[src/rtl/qupls_alu_issue_sched_if.sv]
// Issue-queue <-> ALU scheduler bundle: request vectors in, grant/issue and divider status out.
interface qupls_alu_issue_sched_if #(
  parameter int NREQ = 8
);
  localparam int CW = $clog2(NREQ);

  logic            flush;
  logic [NREQ-1:0] req_valid;
  logic [NREQ-1:0] req_div;
  logic            alu_stall;
  logic            div_done;
  logic [NREQ-1:0] grant;
  logic            issue_v;
  logic [CW-1:0]   issue_idx;
  logic            issue_div;
  logic            div_busy;
  logic [CW-1:0]   div_owner;
  logic            div_tmo;

  // Issue queue / ALU side
  modport master (
    output flush, req_valid, req_div, alu_stall, div_done,
    input  grant, issue_v, issue_idx, issue_div, div_busy, div_owner, div_tmo
  );

  // Scheduler side
  modport slave (
    input  flush, req_valid, req_div, alu_stall, div_done,
    output grant, issue_v, issue_idx, issue_div, div_busy, div_owner, div_tmo
  );
endinterface

[src/rtl/qupls_alu_issue_sched.sv]
// Round-robin issue scheduler for the shared ALU pipe, with ownership tracking
// and a watchdog for the single iterative divider.
//
// state  | meaning
// D_IDLE | divider free; a divide may issue
// D_BUSY | divider owned by div_owner; divides held off, wdog counting
module qupls_alu_issue_sched #(
  parameter int NREQ    = 8,
  parameter int DIV_TMO = 127
) (
  input logic                   clk,
  input logic                   rst,
  qupls_alu_issue_sched_if.slave sif
);
  localparam int CW = $clog2(NREQ);

  typedef enum logic {D_IDLE, D_BUSY} dstate_t;

  dstate_t         dstate, dstate_nxt;
  logic [CW-1:0]   rr_ptr, rr_nxt;
  logic [CW-1:0]   sel;
  logic [NREQ-1:0] elig;
  logic            any_elig;
  logic            issue_ok;
  logic [7:0]      wdog, wdog_nxt;
  logic [CW-1:0]   owner_nxt;
  logic            tmo_nxt;

  // Divider ownership is a decode of the registered state, so it stays glitch-free.
  assign sif.div_busy = (dstate == D_BUSY);

  // Entries that may issue: ready, not a blocked divide, not the one granted last cycle.
  always_comb begin
    elig = sif.req_valid & ~(sif.req_div & {NREQ{sif.div_busy}}) & ~sif.grant;
  end

  // Rotating priority scan starting at rr_ptr; walking downwards lets the nearest hit win.
  always_comb begin
    sel      = '0;
    any_elig = 1'b0;
    for (int k = NREQ - 1; k >= 0; k--) begin
      if (elig[rr_ptr + CW'(k)]) begin
        sel      = rr_ptr + CW'(k);
        any_elig = 1'b1;
      end
    end
  end

  // Flush and stall both veto a new issue; the divider FSM is unaffected by stall.
  always_comb begin
    issue_ok = ~sif.flush & ~sif.alu_stall & any_elig;
    rr_nxt   = issue_ok ? sel + CW'(1) : rr_ptr;
  end

  // Divider FSM next-state: flush beats div_done, which beats the watchdog.
  always_comb begin
    dstate_nxt = dstate;
    wdog_nxt   = wdog;
    owner_nxt  = sif.div_owner;
    tmo_nxt    = 1'b0;
    case (dstate)
      D_IDLE: begin
        if (issue_ok && sif.req_div[sel]) begin
          dstate_nxt = D_BUSY;
          wdog_nxt   = 8'd0;
          owner_nxt  = sel;
        end
      end
      D_BUSY: begin
        if (sif.flush || sif.div_done) begin
          dstate_nxt = D_IDLE;
        end else if (wdog == 8'(DIV_TMO)) begin
          dstate_nxt = D_IDLE;
          tmo_nxt    = 1'b1;
        end else begin
          wdog_nxt = wdog + 8'd1;
        end
      end
      default: dstate_nxt = D_IDLE;
    endcase
  end

  // State and registered outputs.
  always_ff @(posedge clk or negedge rst) begin
    if (!rst) begin
      dstate        <= D_IDLE;
      wdog          <= 8'd0;
      rr_ptr        <= '0;
      sif.grant     <= '0;
      sif.issue_v   <= 1'b0;
      sif.issue_idx <= '0;
      sif.issue_div <= 1'b0;
      sif.div_owner <= '0;
      sif.div_tmo   <= 1'b0;
    end else begin
      dstate        <= dstate_nxt;
      wdog          <= wdog_nxt;
      rr_ptr        <= rr_nxt;
      sif.div_owner <= owner_nxt;
      sif.div_tmo   <= tmo_nxt;
      if (issue_ok) begin
        sif.grant     <= NREQ'(1) << sel;
        sif.issue_v   <= 1'b1;
        sif.issue_idx <= sel;
        sif.issue_div <= sif.req_div[sel];
      end else begin
        sif.grant     <= '0;
        sif.issue_v   <= 1'b0;
        sif.issue_div <= 1'b0;
      end
    end
  end
endmodule

[src/flat_wrapper.sv]
// flat-port wrapper written by rule: the top's interface ports become plain ports
module qupls_alu_issue_sched_flat 
#(
  parameter int NREQ    = 8,
  parameter int DIV_TMO = 127
)
  (clk, rst, sif_flush, sif_req_valid, sif_req_div, sif_alu_stall, sif_div_done, sif_grant, sif_issue_v, sif_issue_idx, sif_issue_div, sif_div_busy, sif_div_owner, sif_div_tmo);
  qupls_alu_issue_sched_if #(.NREQ(NREQ)) sif_i ();
  input logic clk;
  input logic rst;
  input wire logic [$bits(sif_i.flush)-1:0] sif_flush;
  input wire logic [$bits(sif_i.req_valid)-1:0] sif_req_valid;
  input wire logic [$bits(sif_i.req_div)-1:0] sif_req_div;
  input wire logic [$bits(sif_i.alu_stall)-1:0] sif_alu_stall;
  input wire logic [$bits(sif_i.div_done)-1:0] sif_div_done;
  output wire logic [$bits(sif_i.grant)-1:0] sif_grant;
  output wire logic [$bits(sif_i.issue_v)-1:0] sif_issue_v;
  output wire logic [$bits(sif_i.issue_idx)-1:0] sif_issue_idx;
  output wire logic [$bits(sif_i.issue_div)-1:0] sif_issue_div;
  output wire logic [$bits(sif_i.div_busy)-1:0] sif_div_busy;
  output wire logic [$bits(sif_i.div_owner)-1:0] sif_div_owner;
  output wire logic [$bits(sif_i.div_tmo)-1:0] sif_div_tmo;
  assign sif_i.flush = sif_flush;
  assign sif_i.req_valid = sif_req_valid;
  assign sif_i.req_div = sif_req_div;
  assign sif_i.alu_stall = sif_alu_stall;
  assign sif_i.div_done = sif_div_done;
  assign sif_grant = sif_i.grant;
  assign sif_issue_v = sif_i.issue_v;
  assign sif_issue_idx = sif_i.issue_idx;
  assign sif_issue_div = sif_i.issue_div;
  assign sif_div_busy = sif_i.div_busy;
  assign sif_div_owner = sif_i.div_owner;
  assign sif_div_tmo = sif_i.div_tmo;
  qupls_alu_issue_sched #(.NREQ(NREQ), .DIV_TMO(DIV_TMO)) u_core (.clk(clk), .rst(rst), .sif(sif_i));
endmodule
[config.mk]
export PLATFORM = sky130hd
export DESIGN_NAME = qupls_alu_issue_sched_flat
export DESIGN_NICKNAME = d
export VERILOG_FILES = /design/src/rtl/qupls_alu_issue_sched_if.sv /design/src/rtl/qupls_alu_issue_sched.sv /design/src/flat_wrapper.sv
export SDC_FILE = /design/constraint.sdc
export NUM_CORES = 1
export LEC_CHECK = 0
export ABC_AREA = 0
export BUFFER_PORTS_ARGS = -buffer_cell sky130_fd_sc_hd__buf_2
export CAP_MARGIN = 20
export CORE_MARGIN = 2
export CORE_UTILIZATION = 40
export CTS_BUF_LIST = sky130_fd_sc_hd__clkbuf_16
export CTS_CLUSTER_DIAMETER = 100
export DETAILED_ROUTE_END_ITERATION = 8
export GPL_ROUTABILITY_DRIVEN = 0
export SKIP_LAST_GASP = 1
export SLEW_MARGIN = 40
export SYNTH_ARGS = -nofsm -noshare
export SYNTH_HDL_FRONTEND = slang
export SYNTH_SLANG_ARGS = --single-unit
export TNS_END_PERCENT = 5
[constraint.sdc]
create_clock -name clk -period 3.56 [get_ports clk]
set_input_delay 0.356 -clock clk [delete_from_list [all_inputs] [get_ports clk]]
set_output_delay 0.356 -clock clk [all_outputs]
set_load 0.02 [all_outputs]
== Yosys cells after proc, flatten, opt, wreduce, memory -nomap -nowiden ==
Index checks and enable logic that the tools add are counted.
Widths: inputs -> output; s select.
Word-level totals
  output and inout bits: 18
  word-level logic and storage cells: 94
  register bits after elaboration: 29
Operators by class
  shift-type cells: 1
  equal/unequal tests: 4
  multiplexer cells: 48
  reductions and logical operators: 4
  bitwise logic cells: 10
  add/subtract/negate cells: 9
  magnitude comparators: 9
Operators by type and width (number)
  $lt 3x4->1 const B: 9
  $mux 8: 4
  $bmux 1 s3: 9
  $mux 1: 25
  $and 8x8->8: 3
  $mux 3: 8
  $not 8->8: 2
  $pmux 8 s2: 1
  $add 3x3->3 const B: 4
  $add 8x1->8 const B: 1
  $eq 8x7->1 const B: 1
  $shl 1x3->8 const A: 1
  $add 3x1->3 const B: 2
  $add 3x2->3 const B: 2
  $ne 2x2->1 const B: 2
  $not 1->1: 3
  $reduce_and 3->1: 1
  $and 1x1->1: 2
  $ne 2x1->1 const B: 1
  $pmux 1 s2: 1
  $reduce_and 2->1: 1
  $logic_and 1x1->1: 1
  $logic_or 1x1->1: 1

== Logic depth before layout (Yosys ltp) ==
  depth after elaboration: 19
  depth in mapped cells: 17

== Worst setup path after synthesis ==
Ideal clock, no wire load.
  path type: register to register
  start point: register u_core.rr_ptr[0]
  end point: register u_core.sif.div_owner[1]
  cell stages (with the launch flop): 17
  period minus slack after synthesis: 3.806 ns
  arrival: 3.681 ns
  library setup time: 0.125 ns
  setup slack: -0.246 ns
  path through: dfrtp_1 buf_4 inv_2 ha_1 buf_6 nor2b_1 and3_1 or4_4 mux2i_4 mux2i_1 a311o_1 a21o_2 inv_2 a211oi_1 a211oi_2 a211o_1 mux2_4
On the way
  longest elaborated chain between the ends: 15
  elaborated cells between the ends (all ways): 44
  classes of those cells: 7 x add/sub; 34 x mux; 1 x bitwise; 2 x reduce/logical
Ends and longest elaborated chain
  from (decl): line qupls_alu_issue_sched.sv:20  | logic [CW-1:0] rr_ptr, rr_nxt;
  from (signal assigned): line qupls_alu_issue_sched.sv:98  | rr_ptr <= rr_nxt;
  $add 3x3->3: line qupls_alu_issue_sched.sv:42, qupls_alu_issue_sched.sv:43
  $bmux 1 s3: line qupls_alu_issue_sched.sv:42  | if (elig[rr_ptr + CW'(k)]) begin
  $mux 1 (implied by the code): line qupls_alu_issue_sched.sv:42
  $mux 3 (7 in series): line qupls_alu_issue_sched.sv:42
  $mux 3 (*): line qupls_alu_issue_sched.sv:42
  named net u_core.sel[1]: line qupls_alu_issue_sched.sv:21  | logic [CW-1:0] sel;
  $bmux 1 s3: line qupls_alu_issue_sched.sv:63  | if (issue_ok && sif.req_div[sel]) begin
  $mux 1 (implied by the code): line qupls_alu_issue_sched.sv:63
  $logic_and 1x1->1: line qupls_alu_issue_sched.sv:63
  $reduce_and 2->1 (no source line)
  to (signal assigned): line qupls_alu_issue_sched.sv:99  | sif.div_owner <= owner_nxt;
  to (decl): line qupls_alu_issue_sched_if.sv:29  | output grant, issue_v, issue_idx, issue_div, div_busy, div_owner, div_tmo
The timed path passes the listed nets; every way through them passes the cells marked *. The select of a mux whose other input is x is not followed.
A chain may end at the register's enable or synchronous reset.

== Worst setup path after layout ==
  start point: register u_core.rr_ptr[0]
  end point: register u_core.dstate (netlist: u_core.sif.div_busy)
On the way
  longest elaborated chain between the ends: 16
  elaborated cells between the ends (all ways): 45
  classes of those cells: 7 x add/sub; 36 x mux; 1 x bitwise; 1 x reduce/logical
Ends and longest elaborated chain
  $add 3x3->3: line qupls_alu_issue_sched.sv:42, qupls_alu_issue_sched.sv:43
  $bmux 1 s3: line qupls_alu_issue_sched.sv:42
  $mux 1 (implied by the code): line qupls_alu_issue_sched.sv:42
  $mux 3 (7 in series): line qupls_alu_issue_sched.sv:42
  $mux 3 (*): line qupls_alu_issue_sched.sv:42
  named net u_core.sel[1]: line qupls_alu_issue_sched.sv:21
  $bmux 1 s3 (*): line qupls_alu_issue_sched.sv:63
  $mux 1 (implied by the code) (*): line qupls_alu_issue_sched.sv:63
  $logic_and 1x1->1 (*): line qupls_alu_issue_sched.sv:63
  $mux 1 (*): line qupls_alu_issue_sched.sv:63
  $pmux 1 s2 (*): line qupls_alu_issue_sched.sv:61  | case (dstate)
  named net u_core.dstate_nxt: line qupls_alu_issue_sched.sv:19  | dstate_t dstate, dstate_nxt;
  to (signal assigned): line qupls_alu_issue_sched.sv:96  | dstate <= dstate_nxt;
  to (decl): line qupls_alu_issue_sched.sv:19
Marked as above.

==> qor.txt <==
RSZ-0062 raised after global routing = true
first-pass GRT wire length = 10.7 mm
die span in x = 80.5 µm
required time of the critical path = 3.69 ns
sequential share of the synthesized area = 31.0%
Port Buffers = 38
die area = 0.00648 mm²
maxcap violations = 0
Compound-Gate Fraction of Synth Area = 21.0%
largest family of logic cells by synthesized area = simple AND/OR/NAND/NOR gates
Yosys top cell area share = 31.0%
Final #Nets = 353
CP Launch Type = register
initial antenna violation count = 0
area leader, netlist = dfrtp_1
Clock Skew = 0.00556 ns
largest net degree at the start of global routing = 30
dominant synthesized flop cell = dfrtp_1
CTS tree = done
Worst path max stage delay = 0.60 ns
drt wl/cell = 16.4 µm
clock buffer depth = 2
Post-synth EDFFs = 0
endpoints failing setup = 0
crit-path cells = inv_6 > ha_4 > nor2b_1 > and3_1 > or4_4 > mux2i_4 > mux2i_1 > a311o_1 > a21o_2 > o311ai_0 > a21oi_1 > a211o_1 > buf_4 > nand2b_1
clk root buf = clkbuf_16
IO Pins = 39
Syn Inst Count = 260
syn nets = 290
Synth Register Bits = 29
GRT Total Usage = 21.6%
grt ovf = 0
Post-Syn Area per Cell = 9.01 µm²
FF/Latch Area = 726 µm²
share of layout cells above drive strength 1 = 32.5%
HP Class = input pin to asynchronous set/reset pin
arrival time worst endpoint = 3.65 ns
post-cts hold buffer count = 0
Initial Util = 42.0%
H-tree depth = 2
post-route ant nets = 0
slowest stage cell, crit path = or4_4
Adder-Cell Fraction of Synth Area = 4.81%
slew margin rel. = 56.8%
post-synthesis simple-gate area fraction = 24.9%
post-synthesis xor/xnor area fraction = 2.24%
Clock Latency Late Sink = 0.27 ns
Slew Viols, Final = 0
row count = 27
area of the multi-input gates = 0.00159 mm²
Final period util = 98.8%
Synth cell types = 64
crit path time final = 3.52 ns
Peak Freq = 0.284 GHz
top cells by area, synth = dfrtp_1, mux4_2, nand2_1
Worst-Margin Slew = 0.648 ns
clk slew on worst S/H paths = 0.05 ns
ANT cells = 0
DRC errors left = 0
via count = 2267
commonest non-fill, non-tap cell in the layout = buf_2
Mapped Area = 0.00234 mm²
mux contribution to synthesized area = 11.8%
clk sinks = 29
WS Path Type = register to register
Critical Path Fanout Max = 6
status = finished clean
Core Region = 0.00557 mm²
vias in the first global route = 2110
asr flop ratio synth = 100%
detailed placement HPWL = 5.03 mm
vias per std cell = 5.74
Pre-antenna DRT Iters = 4
CP endpoint kind = register
Die Span Y = 80.5 µm
TritonCTS Buffers = 5
fill count = 509
Hold Vio Cnt, Final = 0
final WL = 6.47 mm
setup TNS = 0 ns
Area growth syn-to-layout = 27.7%
commonest cells after routing, fill and taps aside = buf_2, nand2_1, dfrtp_1
yosys warns = 0
initial DRC count = 218
worst paths after layout:
kind / start / end / slack, ns / cells past startpoint
max: u_core.rr_ptr[0] / u_core.sif.div_busy / 0.04 / 14
min: rst / u_core.sif.issue_v / 0.12 / 1
max reg2reg: u_core.rr_ptr[0] / u_core.sif.div_busy / 0.04 / 14
min reg2reg: u_core.sif.issue_idx[2] / u_core.sif.issue_idx[2] / 0.49 / 1
max in group asynchronous: rst / u_core.sif.div_busy / 3.02 / 1
min in group clk: sif_div_done / u_core.sif.div_tmo / 0.45 / 4
synthesized netlist by cell type (2+ instances only):
master	instances
clkbuf_1	3
mux2_2	3
mux4_2	6
a21o_1	2
nand3_1	8
a21oi_1	7
and3_1	6
nor4_1	3
a31oi_1	2
and2_1	6
buf_4	2
mux2i_1	7
o311ai_0	2
o211ai_1	2
or3_1	2
nor2_1	25
nand2_1	33
a32oi_1	2
buf_6	2
a311oi_1	2
o21ai_2	4
inv_2	3
o22ai_1	3
nand2b_1	5
o221ai_1	2
xnor2_1	2
nor3_1	5
a22oi_1	2
o21ai_0	8
o21a_1	5
inv_1	8
a22o_1	3
ha_1	9
nand4_1	3
o2111ai_1	2
nor2b_1	6
nand3b_1	4
xor2_1	4
and3b_1	4
dfrtp_1	29
area by class of cell:
class,count,area share [%]
inverter,12,1.67
timing repair buffer,64,13.3
clock inverter,2,0.251
sequential,29,24.3
clock buffer,5,4.18
multi-input combinational,211,53.3
tap,72,3.01
sequential cells by signal, indices dropped and copies added (netlist names):
register / cells
u_core.sif.div_busy: 1
u_core.sif.div_tmo: 1
u_core.sif.issue_idx: 3
u_core.sif.div_owner: 3
u_core.rr_ptr: 3
u_core.wdog: 8
u_core.sif.issue_v: 1
u_core.sif.issue_div: 1
u_core.sif.grant: 8
critical path, delay by kind of cell (launching register included):
family,cells,cell delay [ns]
multiplexers,2,0.30
AND/OR/NAND/NOR,4,0.98
buffers and inverters,2,0.22
adder cells (fa/ha/maj),1,0.28
flip-flops,1,0.41
AO/OA/AOI/OAI,5,1.19
cell families after synthesis:
| group | count (synthesis) |
|---|---|
| and+or+nand+nor | 115 |
| AOI/OAI and AO/OA | 63 |
| DFF | 29 |
| muxes | 18 |
| adders and majority gates | 9 |
| buffers and inverters | 20 |
| xor gates and xnor gates | 6 |
stage by stage:
| stage | instance area (µm²) | instances | util (%) | worst slack (ns) | hold slack, ns |
|---|---|---|---|---|---|
| 6_report | 2990 | 395 | 53.6 | 0.0412 | 0.116 |
| 3_3_place_gp | 2790 | 383 | 50.1 | 0.133 | 0.421 |
| 4_1_cts | 2930 | 390 | 52.5 | 0.0802 | 0.137 |
| 2_1_floorplan | 2390 | 260 | - | 0.0157 | 0.0604 |
| 5_1_grt | 2990 | 395 | 53.6 | -0.0746 | 0.179 |
| 3_5_place_dp | 2790 | 383 | 50.1 | 0.0831 | 0.424 |
timing repair:
item                       4_1_cts  5_1_grt
gates resized for setup          0        5
setup endpoints to repair        0       13
buffers inserted                 0        5
per-layer routing:
metal / share of wire, % / wire length, µm / global-route usage (%)
met1: 48 / 3120 / 31.7
met2: 46 / 3010 / 33.4
met3: 4.6 / 299 / 2.70
met4: 0.74 / 48 / 5.59
met5: 0 / 0 / 0
Power is left out: the tool's default activity adds up to more than one toggle a clock period on the data nets, which glitch-free logic cannot reach.
